File: src/rtl/seq_ctrl.sv
// Stage sequencer for the Y86-64 SEQ datapath: one-hot stage enables, CC/condition state, data memory handshake and status.
// Optional performance counters are built when SEQ_PERF_CNT_EN is defined.
module seq_ctrl #(
  parameter int MEM_WAIT_MAX = 16,
  parameter int CNT_W        = 32
) (
  input  logic       clk,
  input  logic       rst,
  input  logic       start,
  input  logic [3:0] icode,
  input  logic       instr_valid,
  input  logic       imem_error,
  input  logic [2:0] cc_in,
  input  logic       cnd_in,
  input  logic       mem_ack,
  input  logic       dmem_error,
  output logic       f_en,
  output logic       d_en,
  output logic       e_en,
  output logic       m_en,
  output logic       w_en,
  output logic       pc_en,
  output logic       mem_req,
  output logic       set_cc,
  output logic [2:0] cc_out,
  output logic       cnd_q,
  output logic [2:0] stat,
  output logic       busy
`ifdef SEQ_PERF_CNT_EN
  ,
  output logic [CNT_W-1:0] cyc_cnt,
  output logic [CNT_W-1:0] ins_cnt
`endif
);

  typedef enum logic [2:0] {
    S_IDLE, S_FETCH, S_DECODE, S_EXEC, S_MEM, S_WB, S_PC, S_HALTED
  } state_t;

  localparam logic [2:0] STAT_AOK = 3'd1;
  localparam logic [2:0] STAT_HLT = 3'd2;
  localparam logic [2:0] STAT_ADR = 3'd3;
  localparam logic [2:0] STAT_INS = 3'd4;

  // The wait counter only needs to reach MEM_WAIT_MAX-1, the last cycle allowed without an ack.
  localparam int WW = (MEM_WAIT_MAX > 1) ? $clog2(MEM_WAIT_MAX) : 1;
  localparam int WAIT_LAST_I = (MEM_WAIT_MAX > 0) ? MEM_WAIT_MAX - 1 : 0;
  localparam logic [WW-1:0] WAIT_LAST = WAIT_LAST_I[WW-1:0];

  state_t        state_q, state_d;
  logic [2:0]    stat_q, stat_d;
  logic [2:0]    cc_q, cc_d;
  logic          cnd_d;
  logic [WW-1:0] wait_q, wait_d;
  logic          is_mem_op;

  assign is_mem_op = (icode == 4'h4) || (icode == 4'h5) || (icode == 4'h8) ||
                     (icode == 4'h9) || (icode == 4'hA) || (icode == 4'hB);

  always_ff @(posedge clk or posedge rst) begin
    if (rst) begin
      state_q <= S_IDLE;
      stat_q  <= STAT_AOK;
      cc_q    <= 3'b100;
      cnd_q   <= 1'b0;
      wait_q  <= '0;
    end else begin
      state_q <= state_d;
      stat_q  <= stat_d;
      cc_q    <= cc_d;
      cnd_q   <= cnd_d;
      wait_q  <= wait_d;
    end
  end

  always_comb begin
    state_d = state_q;
    stat_d  = stat_q;
    cc_d    = cc_q;
    cnd_d   = cnd_q;
    wait_d  = wait_q;
    f_en    = 1'b0;
    d_en    = 1'b0;
    e_en    = 1'b0;
    m_en    = 1'b0;
    w_en    = 1'b0;
    pc_en   = 1'b0;
    mem_req = 1'b0;
    set_cc  = 1'b0;
    unique case (state_q)
      S_IDLE: begin
        if (start) state_d = S_FETCH;
      end
      S_FETCH: begin
        f_en = 1'b1;
        if (imem_error) begin
          stat_d  = STAT_ADR;
          state_d = S_HALTED;
        end else if (!instr_valid) begin
          stat_d  = STAT_INS;
          state_d = S_HALTED;
        end else begin
          state_d = S_DECODE;
        end
      end
      S_DECODE: begin
        d_en    = 1'b1;
        state_d = S_EXEC;
      end
      S_EXEC: begin
        e_en    = 1'b1;
        wait_d  = '0;
        state_d = S_MEM;
        if (icode == 4'h6) begin
          set_cc = 1'b1;
          cc_d   = cc_in;
        end
        if ((icode == 4'h2) || (icode == 4'h7)) cnd_d = cnd_in;
      end
      S_MEM: begin
        m_en = 1'b1;
        if (!is_mem_op) begin
          state_d = S_WB;
        end else begin
          mem_req = 1'b1;
          if (mem_ack) begin
            if (dmem_error) begin
              stat_d  = STAT_ADR;
              state_d = S_HALTED;
            end else begin
              state_d = S_WB;
            end
          end else if ((MEM_WAIT_MAX != 0) && (wait_q == WAIT_LAST)) begin
            stat_d  = STAT_ADR;
            state_d = S_HALTED;
          end else begin
            wait_d = wait_q + WW'(1);
          end
        end
      end
      S_WB: begin
        w_en    = 1'b1;
        state_d = S_PC;
      end
      S_PC: begin
        if (icode == 4'h0) begin
          stat_d  = STAT_HLT;
          state_d = S_HALTED;
        end else begin
          pc_en   = 1'b1;
          state_d = S_FETCH;
        end
      end
      default: begin
        state_d = S_HALTED;
      end
    endcase
  end

  assign cc_out = cc_q;
  assign stat   = stat_q;
  assign busy   = (state_q != S_IDLE) && (state_q != S_HALTED);

`ifdef SEQ_PERF_CNT_EN
  logic [CNT_W-1:0] cyc_q, ins_q;

  always_ff @(posedge clk or posedge rst) begin
    if (rst) begin
      cyc_q <= '0;
      ins_q <= '0;
    end else begin
      if (busy)  cyc_q <= cyc_q + CNT_W'(1);
      if (pc_en) ins_q <= ins_q + CNT_W'(1);
    end
  end

  assign cyc_cnt = cyc_q;
  assign ins_cnt = ins_q;
`endif

endmodule

File: config.mk
export PLATFORM = sky130hd
export DESIGN_NAME = seq_ctrl
export DESIGN_NICKNAME = d
export VERILOG_FILES = /design/src/rtl/seq_ctrl.sv
export SDC_FILE = /design/constraint.sdc
export NUM_CORES = 1
export LEC_CHECK = 0
export BUFFER_PORTS_ARGS = -buffer_cell sky130_fd_sc_hd__buf_2
export CAP_MARGIN = 30
export CORE_UTILIZATION = 45
export DETAILED_ROUTE_END_ITERATION = 7
export HOLD_SLACK_MARGIN = 0.06
export PLACE_DENSITY_LB_ADDON = 0.12
export SYNTH_ARGS = -nofsm -noshare
export SYNTH_HDL_FRONTEND = slang
export SYNTH_SLANG_ARGS = --single-unit
export TNS_END_PERCENT = 100
File: constraint.sdc
create_clock -name clk -period 2.1 [get_ports clk]
set_input_delay 0.105 -clock clk [delete_from_list [all_inputs] [get_ports clk]]
set_output_delay 0.105 -clock clk [all_outputs]
set_load 0.01 [all_outputs]
==> results of run 1 <==
[routing by layer]
metal | share of wire (%) | GRT usage, % | routed length [um] | up-vias
li1 | - | - | - | 420
met1 | 47 | 28.7 | 981 | 374
met2 | 48 | 36.4 | 1020 | 22
met3 | 3.0 | 3.46 | 64 | 6
met4 | 2.0 | 12.0 | 43 | 0
met5 | 0 | 0 | 0 | -
[power groups by stage]
stage               clock network [mW]  logic (mW)  registers, mW
floorplan                            0       0.418          0.435
global placement                     0       0.634          0.413
detailed placement                   0       0.647          0.421
CTS                              0.200       0.660          0.414
global route                     0.209       0.724          0.427
finish                           0.196       0.654          0.414
[registers in the layout (all words and copies together), names as in the netlist]
name,cells
cnd_q,1
stat,3
cc_out,3
wait_q,4
state_q,3
[per-stage QoR]
step	utilization, %	setup slack, ps	total power, mW
finish	65.5	281	1.26
global placement	60.2	479	1.05
floorplan	-	413	0.853
detailed placement	60.2	386	1.07
global route	65.5	173	1.36
CTS	65.5	282	1.27
[logic make-up (layout without fill, tap and decap cells)]
group	Yosys count	after routing	share of synthesized area (%)
AO/OA/AOI/OAI	24	24	21.9
XOR/XNOR	2	2	1.92
buffers and inverters	13	52	6.31
multiplexers	6	6	7.13
adder cells (fa/ha/maj)	1	1	1.37
flip-flops	14	14	38.7
AND/OR/NAND/NOR	34	34	22.6
[cells in the final DEF (no fill, tap or decap), drive strengths merged, types with 2 or more instances in the layout]
cell / netlist / final
nor3b: 3 / 3
nor2: 5 / 5
nor2b: 3 / 3
buf: 2 / 34
dfrtp: 12 / 12
dfstp: 2 / 2
dlygate4sd3: 0 / 6
xor2: 2 / 2
mux2: 4 / 4
or3b: 2 / 2
nand2: 6 / 6
a2bb2oi: 2 / 2
mux2i: 2 / 2
inv: 8 / 8
nand3: 2 / 2
o22a: 2 / 2
and3b: 2 / 2
a211oi: 3 / 3
nor3: 3 / 3
clkbuf: 3 / 4
a21oi: 6 / 6
nand2b: 5 / 5
[critical path, delay by kind of cell, from the launching register on]
family,cells,cell delay (ps)
buf+inv,1,200
simple gates,3,840
flops,1,390
[cell usage after synthesis, drive strengths merged (3+ instances only)]
cell type,n,area [um^2]
dfrtp,12,300
inv,8,30.0
a21oi,6,30.0
nand2,6,22.5
nand2b,5,31.3
nor2,5,18.8
mux2,4,45.0
a211oi,3,40.0
clkbuf,3,11.3
nor2b,3,18.8
nor3,3,15.0
nor3b,3,32.5
[worst min path at each step]
stage / startpoint / slack [ps] / cells past startpoint / to
2_1_floorplan: rst / -7 / 1 / cc_out[0]$_DFFE_PP0P_
3_3_place_gp: rst / 170 / 2 / stat[1]$_DFFE_PP0P_
3_5_place_dp: rst / 170 / 2 / stat[1]$_DFFE_PP0P_
4_1_cts: instr_valid / 190 / 3 / stat[1]$_DFFE_PP0P_
5_1_grt: instr_valid / 210 / 3 / stat[1]$_DFFE_PP0P_
6_report: instr_valid / 200 / 3 / stat[1]$_DFFE_PP0P_
[cell type report]
cell class / instances / area, um^2 / share of cell area (%)
Multi-Input combinational cell: 67 / 502 / 42.1
Sequential cell: 14 / 353 / 29.6
Timing Repair Buffer: 40 / 240 / 20.1
Clock buffer: 4 / 36.3 / 3.04
Tap cell: 25 / 31.3 / 2.62
Inverter: 8 / 30.0 / 2.52
==> out/results.tsv, run 1 <==
stage	metric	value	unit
clocking	Hold Buf Count CTS	6	
synth	synthesized area	912	um^2
clocking	Max clock buf depth	2	
layout	final std cells w/o fill	158	
critical_path	Slowest-stage cell, CP	dfrtp_1	
critical_path	Critical Path Sink Type	primary output	
global_route	vias in the first global route	772	
critical_path	Crit path required time	2000	ps
clocking	Clock Sink Count	14	
timing	final setup violating endpoints	0	
synth	Mean Syn Cell Area	9.70	um^2
timing	final count of hold timing violations	0	
floorplan	full die area	2210	um^2
synth	Synth Register Bits	14	
routing	DRT iter0 DRCs	14	
clocking	CTS buffer count	3	
floorplan	core area	1820	um^2
critical_path	crit path to	set_cc	
layout	FILL cells	161	
routing	via density per instance	5.20	
power_and_ir_drop	Worst VDD drop	0.000571	V
power_and_ir_drop	switching power total	489	uW
status	run status	finished clean	
placement	post-detail-place hpwl	1590	um
timing	crit path time final	1820	ps
power_and_ir_drop	sequential share of power	32.8	%
critical_path	CP startpoint	state_q[2]$_DFFE_PP0P_	
timing	RSZ-0062 raised after global routing	no	
placement	IO Port Bufs	30	
power_and_ir_drop	Clock power frac	15.5	%
floorplan	Die Span Y	47.0	um
power_and_ir_drop	sw frac	38.7	%
critical_path	CP Class	flop to primary output	
synth	sequential share of the synthesized area	38.7	%
routing	Post-route DRC	0	
synth	Synth async-reset ratio	100	%
critical_path	worst r2r src	state_q[0]$_DFFE_PP0P_	
clocking	CTS HTree Levels	1	
global_route	Overflow after GRT	0	
global_route	largest net degree at the start of global routing	15	
timing	relative slew slack	65.3	%
global_route	total track usage	22.4	%
clocking	CTS Root Cell	clkbuf_4	
critical_path	Max FO, Critical Path	5	
synth	top_reg_cell synth	dfrtp_1	
clocking	CTS clk-pin slew, worst paths	90	ps
global_route	initial antenna violation count	0	
power_and_ir_drop	P_int	775	uW
synth	count of cell types in the netlist	41	
timing	period utilisation layout	86.6	%
routing	drt first pass iters	2	
floorplan	Die W	47.0	um
timing	final hold slack	200	ps
timing	measured slew at the worst slew-check pin	520	ps
clocking	TritonCTS clock tree	built	
worst_hold_path	HP Class	input pin to flop	
power_and_ir_drop	leak pwr	0.597	nW
layout	Final Cell Area	1190	um^2
layout	final net count	150	
placement	final RePlAce weighted congestion	0.798	
job	number of max-cap violations	0	
critical_path	Crit Reg-Reg Endpoint	wait_q[3]$_DFFE_PP0P_	
power_and_ir_drop	Combinational Power Share	51.8	%
floorplan	initial core utilization	50.1	%
floorplan	Core Rows	15	
routing	antenna viol nets, final	0	
synth	Post-synth EDFFs	0	
critical_path	R2R depth	4	
synth	Synth Net Count	110	
synth	Synth Instances	94	
floorplan	# IOs	31	
clocking	Clock Latency Late Sink	280	ps
critical_path	CP Launch Type	flop	
routing	vias after detailed routing	822	
clocking	post-CTS sizing	0	
critical_path	CP Data Arrival Time	1710	ps
timing	Clock Skew	1.79	ps
synth	Ys Warns	0	
critical_path	Critical Path, Cell by Cell	and3b_1 > nand3b_1 > nor3b_2 > buf_2	
layout	layout cells sized above 1	34.6	%
layout	Antenna diodes	0	
global_route	first-pass GRT wire length	3350	um
timing	Final Max Slew Viols	0	
power_and_ir_drop	Pwr per Cell Area	1060	nW/um^2
layout	synthesis-to-finish area growth	30.7	%
critical_path	crit-path max cell delay	390	ps
timing	Setup Total Neg Slack	0	ps
routing	final wirelength	2110	um
routing	Wirelength per Cell	13.3	um
placement	Placed Area	1100	um^2
critical_path	reg-to-reg setup timing slack	380	ps
clocking	Post CTS Setup Buffer Count	0	
timing	Fmax achieved	550	MHz
placement	DP Cell Count	148	
Note: power is estimated with default switching activity, not from simulation.
==> inputs of run 2 (changes only) <==
--- a/config.mk
+++ b/config.mk
@@ -7,7 +7,7 @@
 export LEC_CHECK = 0
 export BUFFER_PORTS_ARGS = -buffer_cell sky130_fd_sc_hd__buf_2
 export CAP_MARGIN = 30
-export CORE_UTILIZATION = 45
+export CORE_UTILIZATION = 49
 export DETAILED_ROUTE_END_ITERATION = 7
 export HOLD_SLACK_MARGIN = 0.06
 export PLACE_DENSITY_LB_ADDON = 0.12
==> out/results.tsv, run 2 (synthesis results as in run 1) <==
stage	metric	value	unit	change
timing	final setup violating endpoints	0		unchanged
layout	Reg with most FFs	wait_q		
clocking	Clock Sink Count	14		unchanged
layout	Final Cell Area	1190	um^2	unchanged
placement	Placed Area	1100	um^2	unchanged
routing	drt first pass iters	3		+1
worst_hold_path	Worst Hold Path EP	stat[1]$_DFFE_PP0P_		
power_and_ir_drop	Pwr per Cell Area	1050	nW/um^2	-0.62%
critical_path	Crit Reg-Reg Endpoint	wait_q[3]$_DFFE_PP0P_		
global_route	first-pass GRT wire length	3170	um	-5.3%
critical_path	CP Class	flop to primary output		
placement	DP Cell Count	148		unchanged
timing	final hold slack	199	ps	-0.527 ps
clocking	Clock Latency Late Sink	280	ps	about the same
layout	most frequent cells in the layout	buf_2, dfrtp_1, inv_1		
layout	layout cells sized above 1	34.6	%	unchanged
layout	fin util	69.1	%	+3.6 points
layout	final net count	150		unchanged
critical_path	CP Launch Type	flop		
global_route	initial antenna violation count	0		unchanged
critical_path	Slowest-stage cell, CP	dfrtp_1		
routing	Wirelength per Cell	12.1	um	-9.1%
critical_path	R2R depth	4		unchanged
layout	synthesis-to-finish area growth	30.7	%	unchanged
placement	Place WS	429	ps	+43.0 ps
clocking	CTS HTree Levels	1		unchanged
layout	max FFs per register	4		unchanged
global_route	vias in the first global route	764		-1.0%
timing	Setup Total Neg Slack	0	ps	unchanged
critical_path	Critical Path, Cell by Cell	and3b_1 > nand3b_1 > nor3b_2 > buf_2		
global_route	largest net degree at the start of global routing	15		unchanged
routing	vias after detailed routing	840		+2.2%
worst_hold_path	worst hold stages	3		unchanged
clocking	CTS clk-pin slew, worst paths	90	ps	about the same
timing	measured slew at the worst slew-check pin	520	ps	-0.480 ps
placement	post-detail-place hpwl	1470	um	-7.5%
power_and_ir_drop	Tot Pwr	1.26	mW	-0.62%
critical_path	Max FO, Critical Path	5		unchanged
clocking	CTS Root Cell	clkbuf_4		
floorplan	# IOs	31		unchanged
timing	final count of hold timing violations	0		unchanged
floorplan	full die area	2040	um^2	-7.8%
floorplan	core area	1730	um^2	-5.2%
routing	Post-route DRC	0		unchanged
clocking	TritonCTS clock tree	built		
clocking	post-CTS sizing	0		unchanged
clocking	Max clock buf depth	2		unchanged
power_and_ir_drop	Worst VDD drop	0.000632	V	+11%
status	run status	finished clean		
timing	period utilisation layout	84.5	%	-2.1 points
global_route	Overflow after GRT	0		unchanged
floorplan	initial core utilization	52.8	%	+2.7 points
worst_hold_path	hold_sp	instr_valid		
critical_path	worst r2r src	state_q[0]$_DFFE_PP0P_		
floorplan	Die Span Y	45.1	um	-4.0%
layout	final std cells w/o fill	158		unchanged
timing	Final Max Slew Viols	0		unchanged
timing	Fmax achieved	564	MHz	+2.5%
critical_path	Crit path required time	2000	ps	about the same
layout	most common cell after layout, fill and taps aside	buf_2		
placement	final RePlAce weighted congestion	0.778		-2.5%
routing	via density per instance	5.32		+2.2%
worst_hold_path	HP Class	input pin to flop		
timing	Worst Slack Setup Final	326	ps	+44.9 ps
power_and_ir_drop	leak pwr	0.597	nW	unchanged
timing	crit path time final	1770	ps	-44.9 ps
routing	DRT iter0 DRCs	9		-5
job	number of max-cap violations	0		unchanged
routing	antenna viol nets, final	0		unchanged
clocking	CTS buffer count	3		unchanged
timing	Clock Skew	1.14	ps	-0.641 ps
critical_path	CP Data Arrival Time	1670	ps	-40 ps
timing	relative slew slack	65.3	%	about the same
routing	final wirelength	1920	um	-9.1%
timing	RSZ-0062 raised after global routing	no		
global_route	total track usage	21.7	%	-0.77 points
critical_path	Critical Path Sink Type	primary output		
placement	IO Port Bufs	30		unchanged
critical_path	reg-to-reg setup timing slack	420	ps	+40 ps
layout	Antenna diodes	0		unchanged
floorplan	Die W	45.1	um	-4.0%
floorplan	Core Rows	15		unchanged
critical_path	crit-path max cell delay	390	ps	about the same
run 2: what timing repair did:
action / CTS / global route
setup buffers: 0 / 0
hold buffers: 6 / 0
endpoints found under the hold margin: 17 / 0
run 2: worst max path at each step:
stage                                 from               endpoint  slack, ps  depth (start not counted)
floorplan           state_q[2]$_DFFE_PP0P_  cc_out[0]$_DFFE_PP0P_        410                          5
global placement    state_q[0]$_DFFE_PP0P_  wait_q[3]$_DFFE_PP0P_        480                          4
detailed placement  state_q[0]$_DFFE_PP0P_  wait_q[3]$_DFFE_PP0P_        430                          4
CTS                 state_q[2]$_DFFE_PP0P_                 set_cc        300                          4
global route        state_q[2]$_DFFE_PP0P_                 set_cc        200                          4
finish              state_q[2]$_DFFE_PP0P_                 set_cc        330                          4
run 2: final cells by class:
class,count,area (um^2)
Sequential cell,14,353
Fill cell,138,534
Inverter,8,30.0
Tap cell,25,31.3
Timing Repair Buffer,40,240
Multi-Input combinational cell,67,502
Clock buffer,4,36.3
run 2: worst max-delay path: cells and delay by family (launching register included):
family / cells / cell delay (ps)
buffers and inverters: 1 / 190
AND/OR/NAND/NOR: 3 / 810
flip-flops: 1 / 390
run 2: routing by layer:
layer  global-route usage, %  part of all wire [%]  wire length (um)
met1                    26.8                    47               895
met2                    36.8                    47               902
met3                    6.40                   5.4               104
met4                    5.45                  0.73                14
met5                       0                     0                 0
run 2: power breakdown:
part | internal [mW] | switching, mW | total, mW
clock | 0.106 | 0.0917 | 0.197
combinational | 0.308 | 0.336 | 0.644
sequential | 0.361 | 0.0539 | 0.415
total | 0.774 | 0.481 | 1.26
==> inputs of run 3 (changes only) <==
--- a/config.mk
+++ b/config.mk
@@ -5,9 +5,10 @@
 export SDC_FILE = /design/constraint.sdc
 export NUM_CORES = 1
 export LEC_CHECK = 0
+export ABC_AREA = 1
 export BUFFER_PORTS_ARGS = -buffer_cell sky130_fd_sc_hd__buf_2
 export CAP_MARGIN = 30
-export CORE_UTILIZATION = 49
+export CORE_UTILIZATION = 43
 export DETAILED_ROUTE_END_ITERATION = 7
 export HOLD_SLACK_MARGIN = 0.06
 export PLACE_DENSITY_LB_ADDON = 0.12
==> constraint.sdc (replaced) <==
create_clock -name clk -period 1.4 [get_ports clk]
set_input_delay 0.07 -clock clk [delete_from_list [all_inputs] [get_ports clk]]
set_output_delay 0.07 -clock clk [all_outputs]
set_load 0.01 [all_outputs]
==> out/results.tsv, run 3 <==
stage	metric	value	unit	change
floorplan	Core Rows	15		unchanged
synth	top_reg_cell synth	dfrtp_1		
timing	Fmax achieved	708	MHz	
power_and_ir_drop	Combinational Power Share	58.4	%	+7.1 points
critical_path	CP Class	flop to primary output		
layout	fin util	72.5	%	+3.5 points
synth	dominant cells by area after synthesis	dfrtp_1, nand2_1, nand3_1		
global_route	vias in the first global route	914		+20%
synth	Mean Syn Cell Area	6.91	um^2	-29%
global_route	Overflow after GRT	0		unchanged
power_and_ir_drop	sw frac	44.9	%	+6.6 points
routing	final wirelength	2420	um	+27%
placement	post-detail-place hpwl	1600	um	+8.8%
timing	measured slew at the worst slew-check pin	556	ps	+35.8 ps
synth	Post-synth top cells	nand2_1, nor2_1, inv_1		
critical_path	crit-path max cell delay	470	ps	+80 ps
floorplan	# IOs	31		unchanged
synth	Post-synth EDFFs	0		unchanged
power_and_ir_drop	switching power total	1.14	mW	+140%
clocking	CTS buffer count	3		unchanged
timing	final hold slack	47.5	ps	-152 ps
timing	Final Max Slew Viols	0		unchanged
floorplan	full die area	2210	um^2	+8.4%
layout	max FFs per register	4		unchanged
status	run status	finished with violations		
timing	Clock Skew	0.767	ps	-0.377 ps
critical_path	Critical Path, Cell by Cell	buf_4 > nor3_1 > buf_2		
timing	Worst Slack Setup Final	-13.1	ps	-339 ps
floorplan	Die W	47	um	+4.1%
critical_path	Buf/Inv on CP	2		+1
synth	Synth Instances	126		+34%
routing	via density per instance	4.99		-6.2%
global_route	first-pass GRT wire length	3660	um	+16%
placement	Place WS	23.4	ps	-405 ps
layout	Final Cell Area	1320	um^2	+11%
synth	post-synth top area share	34.5	%	+1.6 points
synth	Synth Net Count	142		+29%
critical_path	Critical Path Sink Type	primary output		
floorplan	initial core utilization	47.8	%	-5.0 points
clocking	CTS HTree Levels	1		unchanged
routing	vias after detailed routing	997		+19%
timing	period utilisation layout	101	%	
critical_path	Crit path required time	1330	ps	-670 ps
global_route	total track usage	23.7	%	+2.1 points
synth	cell taking the most area after synthesis	dfrtp_1		
routing	Post-route DRC	0		unchanged
critical_path	CP Data Arrival Time	1340	ps	-330 ps
critical_path	CP Launch Type	flop		
layout	most frequent cells in the layout	nand2_1, buf_2, nor2_1, inv_1, nand3_1		
floorplan	Die Span Y	47	um	+4.1%
clocking	Clock Latency Late Sink	280	ps	about the same
global_route	initial antenna violation count	0		unchanged
power_and_ir_drop	sequential share of power	29.8	%	-3.2 points
timing	final setup violating endpoints	1		+1
timing	relative slew slack	62.9	%	-2.4 points
placement	final RePlAce weighted congestion	0.835		+7.4%
placement	IO Port Bufs	30		unchanged
critical_path	Slowest-stage cell, CP	dfrtp_2		
synth	Ys Warns	0		unchanged
synth	count of cell types in the netlist	23		-44%
clocking	CTS Root Cell	clkbuf_4		
worst_hold_path	HP Class	input pin to flop		
routing	antenna viol nets, final	0		unchanged
synth	synthesized area	871	um^2	-4.5%
power_and_ir_drop	P_int	1.39	mW	+80%
synth	most frequent cell after synthesis	nand2_1		
status	violated checks	negative setup slack		
critical_path	cell family with most CP delay	flip-flops		
layout	layout cells sized above 1	44.0	%	+9.4 points
power_and_ir_drop	Pwr per Cell Area	1920	nW/um^2	+82%
power_and_ir_drop	Clock power frac	11.8	%	-3.9 points
critical_path	Max FO, Critical Path	6		+1
clocking	Max clock buf depth	2		unchanged
synth	sequential share of the synthesized area	40.5	%	+1.8 points
job	number of max-cap violations	0		unchanged
synth	Synth Register Bits	14		unchanged
routing	Wirelength per Cell	12.1	um	about the same
layout	Reg with most FFs	wait_q		
power_and_ir_drop	leak pwr	0.747	nW	+25%
layout	final net count	192		+28%
power_and_ir_drop	Worst VDD drop	0.00136	V	+120%
timing	crit path time final	1410	ps	
layout	Antenna diodes	0		unchanged
layout	synthesis-to-finish area growth	51.6	%	
routing	DRT iter0 DRCs	24		+15
synth	Synth async-reset ratio	100	%	unchanged
timing	Setup Total Neg Slack	-13.1	ps	-13.1 ps
global_route	largest net degree at the start of global routing	15		unchanged
floorplan	core area	1820	um^2	+5.4%
clocking	TritonCTS clock tree	built		
placement	Placed Area	1060	um^2	-3.3%
clocking	Clock Sink Count	14		unchanged
layout	most common cell after layout, fill and taps aside	nand2_1		
timing	RSZ-0062 raised after global routing	yes		
routing	drt first pass iters	4		+1
clocking	CTS clk-pin slew, worst paths	90	ps	about the same
timing	final count of hold timing violations	0		unchanged
run 3: cell count changes after synthesis, moves of 3 or more:
cell	delta
a21oi_1	-5
nand2_1	+34
inv_2	+4
nand4_1	+5
nor2_1	+11
nor2b_1	-3
inv_1	+6
nand3_1	+11
nand2b_1	-5
clkbuf_1	-3
mux2_1	-4
nor2_2	+3
run 3: worst paths after layout:
kind,slack [ps],cells after the start,to,from
hold / removal,50,3,state_q[0]$_DFFE_PP0P_,start
hold reg to reg,470,2,stat[0]$_DFFE_PP1P_,stat[0]$_DFFE_PP1P_
setup reg to reg,40,8,stat[1]$_DFFE_PP0P_,wait_q[0]$_DFFE_PP0P_
max in group asynchronous,620,3,state_q[2]$_DFFE_PP0P_,rst
setup / recovery,-10,3,d_en,state_q[0]$_DFFE_PP0P_
min in group asynchronous,380,3,cc_out[1]$_DFFE_PP0P_,rst
run 3: layout make-up:
type                            instances  area (um^2)
Multi-Input combinational cell         94          533
Fill cell                             143          500
Sequential cell                        14          357
Timing Repair Buffer                   45          295
Inverter                               18         67.6
Clock buffer                            4         36.3
Tap cell                               25         31.3
run 3: cells by family after synthesis:
group / Yosys count / share of synthesized area, %
compound gates: 7 / 4.88
xor+xnor: 2 / 2.01
fa+ha+maj: 1 / 1.44
buf+inv: 18 / 7.76
flops: 14 / 40.5
simple gates: 84 / 43.4
run 3: per-layer routing:
metal | part of all wire [%] | wire, um | vias to the layer above | global-route usage, %
li1 | - | - | 501 | -
met2 | 52 | 1250 | 39 | 39.4
met4 | 0.58 | 14 | 0 | 8.00
met1 | 43 | 1040 | 455 | 31.1
met3 | 4.9 | 119 | 2 | 4.23
met5 | 0 | 0 | - | 0
run 3: stage by stage:
stage	power (mW)	std cells
finish	2.53	200
global route	2.72	200
CTS	2.29	196
detailed placement	1.81	182
global placement	1.79	182
floorplan	1.45	126
run 3: power groups by stage:
stage / Combinational [mW] / Clock, mW / Sequential, mW
2_1_floorplan: 0.686 / 0 / 0.762
4_1_cts: 1.25 / 0.299 / 0.743
3_3_place_gp: 1.06 / 0 / 0.729
3_5_place_dp: 1.08 / 0 / 0.727
6_report: 1.48 / 0.298 / 0.754
5_1_grt: 1.63 / 0.319 / 0.775
run 3: worst min-delay path: stages:
cell     delay (ps)
buf_2            80
o21ai_2          60
nor2_1           80
run 3: what timing repair did:
item | CTS | global route
pin swaps | 2 | 9
buffers inserted | 5 | 4
endpoints found under the setup margin | 2 | 15
resized for setup | 9 | 21
hold endpoints to repair | 16 | 0
hold buffers | 5 | 0
